--- src/rtl/ap_ctrl_perf_monitor_pkg.sv ---
// Shared types and helpers for the ap_ctrl performance monitor.
//   ch_state_t : per-channel handshake FSM state
//   rd_sel_t   : readout register select encodings
//   RD_SEL_W   : rd_sel width (4 when AP_CTRL_PERF_MONITOR_II_EN is defined, else 3)
//   sat_inc    : saturating increment on a w-bit value carried in 64 bits (w <= 64)
package perf_mon_pkg;

`ifdef AP_CTRL_PERF_MONITOR_II_EN
  localparam int RD_SEL_W = 4;
`else
  localparam int RD_SEL_W = 3;
`endif

  typedef enum logic [1:0] {
    IDLE  = 2'd0,
    RUN   = 2'd1,
    STALL = 2'd2
  } ch_state_t;

  typedef enum logic [RD_SEL_W-1:0] {
    SEL_TXN     = RD_SEL_W'(0),
    SEL_LAST    = RD_SEL_W'(1),
    SEL_MIN     = RD_SEL_W'(2),
    SEL_MAX     = RD_SEL_W'(3),
    SEL_BUSY    = RD_SEL_W'(4),
    SEL_STALL   = RD_SEL_W'(5),
    SEL_READY   = RD_SEL_W'(6),
    SEL_STATUS  = RD_SEL_W'(7)
`ifdef AP_CTRL_PERF_MONITOR_II_EN
    ,
    SEL_LAST_II = RD_SEL_W'(8),
    SEL_MIN_II  = RD_SEL_W'(9)
`endif
  } rd_sel_t;

  function automatic logic [63:0] sat_inc(input logic [63:0] v, input int unsigned w);
    logic [63:0] top;
    top = (w >= 64) ? '1 : ((64'd1 << w) - 64'd1);
    return (v >= top) ? v : v + 64'd1;
  endfunction

endpackage

--- src/rtl/ap_ctrl_perf_monitor_if.sv ---
// Handshake snoop and readout bundle for ap_ctrl_perf_monitor.
//   ap_start/ap_ready/ap_done/ap_continue : per-channel HLS block handshakes
//   rd_en/rd_ch/rd_sel                    : readout request
//   rd_valid/rd_data                      : registered readout response
// master = driver of handshakes and requests, slave = the monitor.
interface ap_ctrl_perf_monitor_if
  import perf_mon_pkg::*;
#(
  parameter int NUM_CH = 4,
  parameter int CNT_W  = 32,
  parameter int CH_W   = (NUM_CH > 1) ? $clog2(NUM_CH) : 1
);
  logic [NUM_CH-1:0]   ap_start;
  logic [NUM_CH-1:0]   ap_ready;
  logic [NUM_CH-1:0]   ap_done;
  logic [NUM_CH-1:0]   ap_continue;
  logic                rd_en;
  logic [CH_W-1:0]     rd_ch;
  logic [RD_SEL_W-1:0] rd_sel;
  logic                rd_valid;
  logic [CNT_W-1:0]    rd_data;

  modport master (
    output ap_start, ap_ready, ap_done, ap_continue, rd_en, rd_ch, rd_sel,
    input  rd_valid, rd_data
  );

  modport slave (
    input  ap_start, ap_ready, ap_done, ap_continue, rd_en, rd_ch, rd_sel,
    output rd_valid, rd_data
  );
endinterface

--- src/rtl/ap_ctrl_perf_monitor_chan.sv ---
// ap_ctrl_chan_monitor: one channel's handshake FSM and its counters.
//   clock, reset (async high), clear (sync), cnt_en (counters may advance)
//   start/ready/done/cont : this channel's ap_* handshake bits
//   state                 : FSM state
//   txn_cnt..ready_cnt    : saturating statistics, ovf sticky on a lost count
//   last_ii/min_ii        : only with AP_CTRL_PERF_MONITOR_II_EN
// The FSM and the latency counter run regardless of cnt_en so a latency
// straddling a mon_en gap is still measured correctly. CNT_W must be 4..64.
module ap_ctrl_chan_monitor
  import perf_mon_pkg::*;
#(
  parameter int CNT_W = 32
) (
  input  logic             clock,
  input  logic             reset,
  input  logic             clear,
  input  logic             cnt_en,
  input  logic             start,
  input  logic             ready,
  input  logic             done,
  input  logic             cont,
  output ch_state_t        state,
  output logic [CNT_W-1:0] txn_cnt,
  output logic [CNT_W-1:0] last_lat,
  output logic [CNT_W-1:0] min_lat,
  output logic [CNT_W-1:0] max_lat,
  output logic [CNT_W-1:0] busy_cnt,
  output logic [CNT_W-1:0] stall_cnt,
  output logic [CNT_W-1:0] ready_cnt,
`ifdef AP_CTRL_PERF_MONITOR_II_EN
  output logic [CNT_W-1:0] last_ii,
  output logic [CNT_W-1:0] min_ii,
`endif
  output logic             ovf
);
  localparam logic [CNT_W-1:0] ONES = '1;
  localparam logic [CNT_W-1:0] ONE  = CNT_W'(1);

  function automatic logic [CNT_W-1:0] inc(input logic [CNT_W-1:0] v);
    logic [63:0] r;
    r = sat_inc(64'(v), CNT_W);
    return r[CNT_W-1:0];
  endfunction

  ch_state_t        state_d;
  logic [CNT_W-1:0] lat_q, lat_d, lat_now;
  logic             accept, complete, stalling, busy_cyc, sat_hit;

  always_comb begin
    state_d  = state;
    lat_d    = lat_q;
    lat_now  = inc(lat_q);
    accept   = 1'b0;
    complete = 1'b0;
    case (state)
      IDLE: if (start) begin
        // start cycle counts as latency 1; done in the same cycle completes it
        accept  = 1'b1;
        lat_now = ONE;
        lat_d   = ONE;
        state_d = RUN;
        if (done) begin
          complete = 1'b1;
          state_d  = cont ? IDLE : STALL;
        end
      end
      RUN: begin
        lat_d = lat_now;
        if (done) begin
          complete = 1'b1;
          state_d  = cont ? IDLE : STALL;
        end
      end
      STALL:   if (cont) state_d = IDLE;
      default: state_d = IDLE;
    endcase
    // the done cycle itself is a stall cycle when continue is low
    stalling = (complete || state == STALL) && !cont;
    busy_cyc = accept || (state != IDLE);
    sat_hit  = (complete && txn_cnt == ONES) || (busy_cyc && busy_cnt == ONES) ||
               (stalling && stall_cnt == ONES) || (ready && ready_cnt == ONES) ||
               (state == RUN && lat_q == ONES);
  end

  always_ff @(posedge clock or posedge reset) begin
    if (reset) begin
      state <= IDLE; lat_q <= '0; txn_cnt <= '0; last_lat <= '0; min_lat <= ONES;
      max_lat <= '0; busy_cnt <= '0; stall_cnt <= '0; ready_cnt <= '0; ovf <= 1'b0;
    end else if (clear) begin
      state <= IDLE; lat_q <= '0; txn_cnt <= '0; last_lat <= '0; min_lat <= ONES;
      max_lat <= '0; busy_cnt <= '0; stall_cnt <= '0; ready_cnt <= '0; ovf <= 1'b0;
    end else begin
      state <= state_d;
      lat_q <= lat_d;
      if (cnt_en) begin
        if (complete) begin
          txn_cnt  <= inc(txn_cnt);
          last_lat <= lat_now;
          if (lat_now < min_lat) min_lat <= lat_now;
          if (lat_now > max_lat) max_lat <= lat_now;
        end
        if (busy_cyc) busy_cnt  <= inc(busy_cnt);
        if (stalling) stall_cnt <= inc(stall_cnt);
        if (ready)    ready_cnt <= inc(ready_cnt);
        if (sat_hit)  ovf       <= 1'b1;
      end
    end
  end

`ifdef AP_CTRL_PERF_MONITOR_II_EN
  // ii_q counts cycles since the previous accepted start; the first start
  // after reset/clear only arms it
  logic [CNT_W-1:0] ii_q;
  logic             ii_seen;

  always_ff @(posedge clock or posedge reset) begin
    if (reset) begin
      ii_q <= '0; ii_seen <= 1'b0; last_ii <= '0; min_ii <= ONES;
    end else if (clear) begin
      ii_q <= '0; ii_seen <= 1'b0; last_ii <= '0; min_ii <= ONES;
    end else if (accept) begin
      ii_q    <= ONE;
      ii_seen <= 1'b1;
      if (ii_seen && cnt_en) begin
        last_ii <= ii_q;
        if (ii_q < min_ii) min_ii <= ii_q;
      end
    end else if (ii_seen) begin
      ii_q <= inc(ii_q);
    end
  end
`endif

endmodule

--- src/rtl/ap_ctrl_perf_monitor.sv ---
// ap_ctrl_perf_monitor: per-channel HLS handshake statistics with a
// registered readout port.
//   clock, reset (async high), mon_en, clear, finish (sticky freeze)
//   bus  : ap_ctrl_perf_monitor_if.slave (handshakes + readout)
//   ovf  : sticky per-channel saturation flags
//   busy : per-channel FSM not IDLE
// Optional: AP_CTRL_PERF_MONITOR_II_EN adds last_ii/min_ii readout (rd_sel 8/9).
module ap_ctrl_perf_monitor
  import perf_mon_pkg::*;
#(
  parameter int NUM_CH = 4,
  parameter int CNT_W  = 32,
  parameter int CH_W   = (NUM_CH > 1) ? $clog2(NUM_CH) : 1
) (
  input  logic                 clock,
  input  logic                 reset,
  input  logic                 mon_en,
  input  logic                 clear,
  input  logic                 finish,
  ap_ctrl_perf_monitor_if.slave bus,
  output logic [NUM_CH-1:0]    ovf,
  output logic [NUM_CH-1:0]    busy
);
  logic frozen, cnt_en;
  // the finish cycle itself is already frozen
  assign cnt_en = mon_en & ~frozen & ~finish;

  ch_state_t                     st [NUM_CH];
  logic [NUM_CH-1:0][CNT_W-1:0]  txn, last, mn, mx, bsy, stl, rdy;
`ifdef AP_CTRL_PERF_MONITOR_II_EN
  logic [NUM_CH-1:0][CNT_W-1:0]  lii, mii;
`endif

  for (genvar c = 0; c < NUM_CH; c++) begin : g_ch
    ap_ctrl_chan_monitor #(.CNT_W(CNT_W)) u_chan (
      .clock    (clock),
      .reset    (reset),
      .clear    (clear),
      .cnt_en   (cnt_en),
      .start    (bus.ap_start[c]),
      .ready    (bus.ap_ready[c]),
      .done     (bus.ap_done[c]),
      .cont     (bus.ap_continue[c]),
      .state    (st[c]),
      .txn_cnt  (txn[c]),
      .last_lat (last[c]),
      .min_lat  (mn[c]),
      .max_lat  (mx[c]),
      .busy_cnt (bsy[c]),
      .stall_cnt(stl[c]),
      .ready_cnt(rdy[c]),
`ifdef AP_CTRL_PERF_MONITOR_II_EN
      .last_ii  (lii[c]),
      .min_ii   (mii[c]),
`endif
      .ovf      (ovf[c])
    );
    assign busy[c] = (st[c] != IDLE);
  end

  // channel match loop: an out-of-range rd_ch matches nothing and reads 0
  logic [CNT_W-1:0] rd_mux;
  always_comb begin
    rd_mux = '0;
    for (int c = 0; c < NUM_CH; c++) begin
      if (bus.rd_ch == CH_W'(c)) begin
        case (bus.rd_sel)
          SEL_TXN:     rd_mux = txn[c];
          SEL_LAST:    rd_mux = last[c];
          SEL_MIN:     rd_mux = mn[c];
          SEL_MAX:     rd_mux = mx[c];
          SEL_BUSY:    rd_mux = bsy[c];
          SEL_STALL:   rd_mux = stl[c];
          SEL_READY:   rd_mux = rdy[c];
          SEL_STATUS:  rd_mux = CNT_W'({ovf[c], st[c]});
`ifdef AP_CTRL_PERF_MONITOR_II_EN
          SEL_LAST_II: rd_mux = lii[c];
          SEL_MIN_II:  rd_mux = mii[c];
`endif
          default:     rd_mux = '0;
        endcase
      end
    end
  end

  always_ff @(posedge clock or posedge reset) begin
    if (reset) begin
      bus.rd_valid <= 1'b0;
      bus.rd_data  <= '0;
      frozen       <= 1'b0;
    end else begin
      bus.rd_valid <= bus.rd_en;
      if (bus.rd_en) bus.rd_data <= rd_mux;
      if (clear)       frozen <= 1'b0;
      else if (finish) frozen <= 1'b1;
    end
  end

endmodule

--- src/flat_wrapper.sv ---
// flat-port wrapper written by rule: the top's interface ports become plain ports
module ap_ctrl_perf_monitor_flat import perf_mon_pkg::*;
#(
  parameter int NUM_CH = 4,
  parameter int CNT_W  = 32,
  parameter int CH_W   = (NUM_CH > 1) ? $clog2(NUM_CH) : 1
)
  (clock, reset, mon_en, clear, finish, ovf, busy, bus_ap_start, bus_ap_ready, bus_ap_done, bus_ap_continue, bus_rd_en, bus_rd_ch, bus_rd_sel, bus_rd_valid, bus_rd_data);
  ap_ctrl_perf_monitor_if #(.NUM_CH(NUM_CH), .CNT_W(CNT_W), .CH_W(CH_W)) bus_i ();
  input  logic clock;
  input  logic reset;
  input  logic mon_en;
  input  logic clear;
  input  logic finish;
  output logic [NUM_CH-1:0] ovf;
  output logic [NUM_CH-1:0] busy;
  input wire logic [$bits(bus_i.ap_start)-1:0] bus_ap_start;
  input wire logic [$bits(bus_i.ap_ready)-1:0] bus_ap_ready;
  input wire logic [$bits(bus_i.ap_done)-1:0] bus_ap_done;
  input wire logic [$bits(bus_i.ap_continue)-1:0] bus_ap_continue;
  input wire logic [$bits(bus_i.rd_en)-1:0] bus_rd_en;
  input wire logic [$bits(bus_i.rd_ch)-1:0] bus_rd_ch;
  input wire logic [$bits(bus_i.rd_sel)-1:0] bus_rd_sel;
  output wire logic [$bits(bus_i.rd_valid)-1:0] bus_rd_valid;
  output wire logic [$bits(bus_i.rd_data)-1:0] bus_rd_data;
  assign bus_i.ap_start = bus_ap_start;
  assign bus_i.ap_ready = bus_ap_ready;
  assign bus_i.ap_done = bus_ap_done;
  assign bus_i.ap_continue = bus_ap_continue;
  assign bus_i.rd_en = bus_rd_en;
  assign bus_i.rd_ch = bus_rd_ch;
  assign bus_i.rd_sel = bus_rd_sel;
  assign bus_rd_valid = bus_i.rd_valid;
  assign bus_rd_data = bus_i.rd_data;
  ap_ctrl_perf_monitor #(.NUM_CH(NUM_CH), .CNT_W(CNT_W), .CH_W(CH_W)) u_core (.clock(clock), .reset(reset), .mon_en(mon_en), .clear(clear), .finish(finish), .bus(bus_i), .ovf(ovf), .busy(busy));
endmodule
--- config.mk ---
export PLATFORM = sky130hd
export DESIGN_NAME = ap_ctrl_perf_monitor_flat
export DESIGN_NICKNAME = d
export VERILOG_FILES = /design/src/rtl/ap_ctrl_perf_monitor_pkg.sv /design/src/rtl/ap_ctrl_perf_monitor_if.sv /design/src/rtl/ap_ctrl_perf_monitor_chan.sv /design/src/rtl/ap_ctrl_perf_monitor.sv /design/src/flat_wrapper.sv
export SDC_FILE = /design/constraint.sdc
export NUM_CORES = 2
export LEC_CHECK = 0
export BUFFER_PORTS_ARGS = -buffer_cell sky130_fd_sc_hd__buf_4
export CAP_MARGIN = 25
export CORE_MARGIN = 1
export CORE_UTILIZATION = 61
export CTS_BUF_LIST = sky130_fd_sc_hd__clkbuf_2
export DETAILED_ROUTE_END_ITERATION = 12
export HOLD_SLACK_MARGIN = 0.02
export PLACE_DENSITY = 0.79
export RECOVER_POWER = 50
export SYNTH_ARGS = -nofsm -noshare
export SYNTH_HDL_FRONTEND = slang
export SYNTH_SLANG_ARGS = --single-unit
--- constraint.sdc ---
create_clock -name clock -period 43.8 [get_ports clock]
set_clock_uncertainty 0.05 [all_clocks]
set_input_delay 0 -clock clock [delete_from_list [all_inputs] [get_ports clock]]
set_output_delay 0 -clock clock [all_outputs]
set_load 0.05 [all_outputs]
==> run metrics <==
run status finished, violations left; failing checks design-rule violations, max-capacitance violations, max-slew violations; clock-pin slew on the worst setup and hold paths 0.10 ns; Pwr per Cell Area 28.8 nW/um2; sequential share of the synthesized area 41.3%; number of buffers created by CTS 308; number of cell rows 119; Critical Path AT 15.03 ns; # port buffers 67; Synthesized Nets 7792; Static Leakage 31.2 nW; fin area 70300 um2; Async SR Flop Fraction 100%; final worst-path cycle share 32.8%; area delta synth->final 7.89%; critical path required time 44.45 ns; synthesized cell area 65200 um2; root buffer cell clkbuf_2; GR Overflow Total 0; RSZ-0062 raised after global routing no; critical path startpoint category primary input; initial antenna violation count 10; top_reg_cell synth dfrtp_1; Cell Chain, Critical Path dlygate4sd3_1 -> dlygate4sd3_1 -> clkbuf_4 -> dlygate4sd3_1 -> clkinvlp_2 -> clkbuf_1 -> clkbuf_1 -> clkbuf_1 -> clkbuf_1; count leader, synth nor2_1; via count 61812; Initial Util 61.8%; final std cells w/o fill 9284; Clock Path Buffers 4; worst vdd ir 21.0 uV; biggest area consumer among synthesized cells dfrtp_1; CP dominant cell by count clkbuf_1; Post-CTS Hold Buffers 106; Post-CTS Setup Bufs 0; Setup crit end kind async pin; fin. max-slew vios 1950; Sum Neg Setup Slack 0 ns; CP max stage cell clkbuf_1; CTS tree yes; Setup Viol. Count Final 0; DRT iter0 DRCs 8501; final core utilization 66.6%; total placed cells including tap cells 8625; Max Fanout on Critical Path 169; placed inst area 66700 um2; number of flops mapped to enable cells by yosys 0; number of vias per cell 6.66; wire per inst 24.1 um; Ports 68; Die Wd 329 um; post-cts gate resize count 0; Synth warnings 0; min cycle time layout 14.38 ns; Core Region 106000 um2; Fin. Hold Viols 0; GR Util All Layers 40.7%; max_cap viols 25; DRT Pass-1 Iters 11; Synth top area share 36.2%; Mapped Cells 7493; Mean Syn Cell Area 8.70 um2; Final GP Congestion 0.996; Worst Setup Path Type primary input to async pin; CP peak stage delay 6.67 ns; full die area 108000 um2; vias in the first global route 58041; post-route ant nets 0; DRC viols 20; die height 329 um; #FFs+latches synth 1070; worst-skew pair later-pin latency 1.64 ns; Rel. slew slack -540%; CTS H-Tree Depth 5; maximum clock rate 69.5 MHz; top post-synthesis cells by area dfrtp_1 (36%), nor2_1 (5.9%), ha_1 (5.2%); layout net count 7962; share of post-route cells with drive strength above 1 10.9%; synth unique cells 91; clk sinks 1070; largest net degree at the start of global routing 186; drt total wl 224000 um; Hold WC Path Type primary input to flip-flop; worst-margin pin slew 9.60 ns; final hold slack 0.0978 ns; HPWL Detailed 153000 um; first-pass GRT wire length 340000 um; Post-synth top cells nor2_1 (1023), dfrtp_1 (942), nand2_1 (748), a21oi_1 (438), o21ai_0 (371)
-- critical path: cells and delay by family --
kind                   cells  cell delay, ns
buffers and inverters      9           14.74
-- state kept, by name, summed over array words and instances (netlist names) --
| register | count |
|---|---|
| u_core.g_ch.u_chan.state | 8 |
| u_core.g_ch.u_chan.max_lat | 128 |
| u_core.g_ch.u_chan.ready_cnt | 128 |
| u_core.frozen | 1 |
| u_core.g_ch.u_chan.min_lat | 128 |
| u_core.bus.rd_valid | 1 |
| u_core.g_ch.u_chan.busy_cnt | 128 |
| u_core.bus.rd_data | 32 |
| u_core.g_ch.u_chan.stall_cnt | 128 |
| u_core.g_ch.u_chan.lat_q | 128 |
| u_core.g_ch.u_chan.last_lat | 128 |
| u_core.g_ch.u_chan.ovf | 4 |
| u_core.g_ch.u_chan.txn_cnt | 128 |
-- stage by stage --
step	worst slack, ns	total power, W
6_report	29.42	0.00203
5_1_grt	27.06	0.00209
4_1_cts	37.44	0.00202
3_5_place_dp	37.74	0.00127
3_3_place_gp	37.93	0.00126
2_1_floorplan	13.84	0.00118
-- power breakdown --
group / leakage [nW] / internal [W] / total [W] / switching (W)
logic: 14.6 / 0.0000622 / 0.000239 / 0.000176
registers: 14.4 / 0.00101 / 0.00103 / 0.0000166
clock network: 2.15 / 0.000312 / 0.000761 / 0.000449
-- path summary, 6_finish.rpt --
path | endpoint | depth (start not counted) | slack (ns) | start
setup / recovery | u_core.g_ch[2].u_chan.stall_cnt[23]$_DFFE_PP0P_ | 9 | 29.42 | reset
hold / removal | u_core.g_ch[1].u_chan.stall_cnt[1]$_DFFE_PP0P_ | 7 | 0.1 | bus_ap_continue[1]
setup reg to reg | u_core.g_ch[0].u_chan.min_lat[0]$_DFFE_PP1P_ | 16 | 37.47 | u_core.g_ch[0].u_chan.lat_q[21]$_DFFE_PP0P_
hold reg to reg | u_core.g_ch[3].u_chan.min_lat[24]$_DFFE_PP1P_ | 2 | 0.47 | u_core.g_ch[3].u_chan.min_lat[24]$_DFFE_PP1P_
max in group clock | u_core.g_ch[0].u_chan.ready_cnt[29]$_DFFE_PP0P_ | 11 | 31.71 | clear
min in group asynchronous | u_core.g_ch[0].u_chan.min_lat[26]$_DFFE_PP1P_ | 5 | 0.63 | reset
-- cell type report --
class                           count  area, um2
Timing Repair Buffer              286       2210
Clock buffer                      475       2380
Inverter                          330       1240
Sequential cell                  1070      26900
Clock inverter                     54        340
Tap cell                         1391       1740
Multi-Input combinational cell   5667      35500
Fill cell                        8812      35200
Antenna cell                       11       27.5
-- cells in the final DEF, fill, tap and decap left out, types with 28 or more instances in the layout --
master,Yosys,layout
a211oi_1,35,35
a21o_1,50,50
a21oi_1,438,436
a221oi_1,51,51
a22o_1,49,49
a22oi_1,135,135
a31oi_1,117,116
and2_1,53,49
and3_1,107,107
and4_1,86,86
buf_4,5,98
clkbuf_1,354,72
clkbuf_2,0,476
clkinv_1,2,41
dfrtp_1,942,942
dfstp_2,128,128
dlygate4sd3_1,0,100
ha_1,272,272
inv_1,327,324
mux2i_1,268,268
nand2_1,748,745
nand3_1,313,313
nand4_1,225,225
nor2_1,1023,1013
nor2b_1,34,32
nor3_1,157,154
nor4_1,50,50
o211ai_1,59,59
o211ai_2,28,28
o21ai_0,371,371
o22ai_1,49,49
o31ai_1,47,47
or3_1,85,85
xnor2_1,197,197
xor2_1,338,338
-- cell families after synthesis --
| family | after synthesis | synth area share [%] |
|---|---|---|
| buffers and inverters | 756 | 4.49 |
| AOI/OAI and AO/OA | 1598 | 15.8 |
| xor gates and xnor gates | 535 | 7.19 |
| and+or+nand+nor | 2967 | 21.3 |
| adders and majority gates | 272 | 5.22 |
| DFF | 1070 | 41.3 |
| muxes | 295 | 4.68 |
-- per-layer routing --
layer	up-vias	GRT usage (%)	wire length, um
li1	27126	-	-
met1	29976	54.5	86900
met2	3868	59.5	96100
met3	834	11.3	27500
met4	8	22.5	13200
met5	-	0	55
Power figures use the tool's default switching activity.
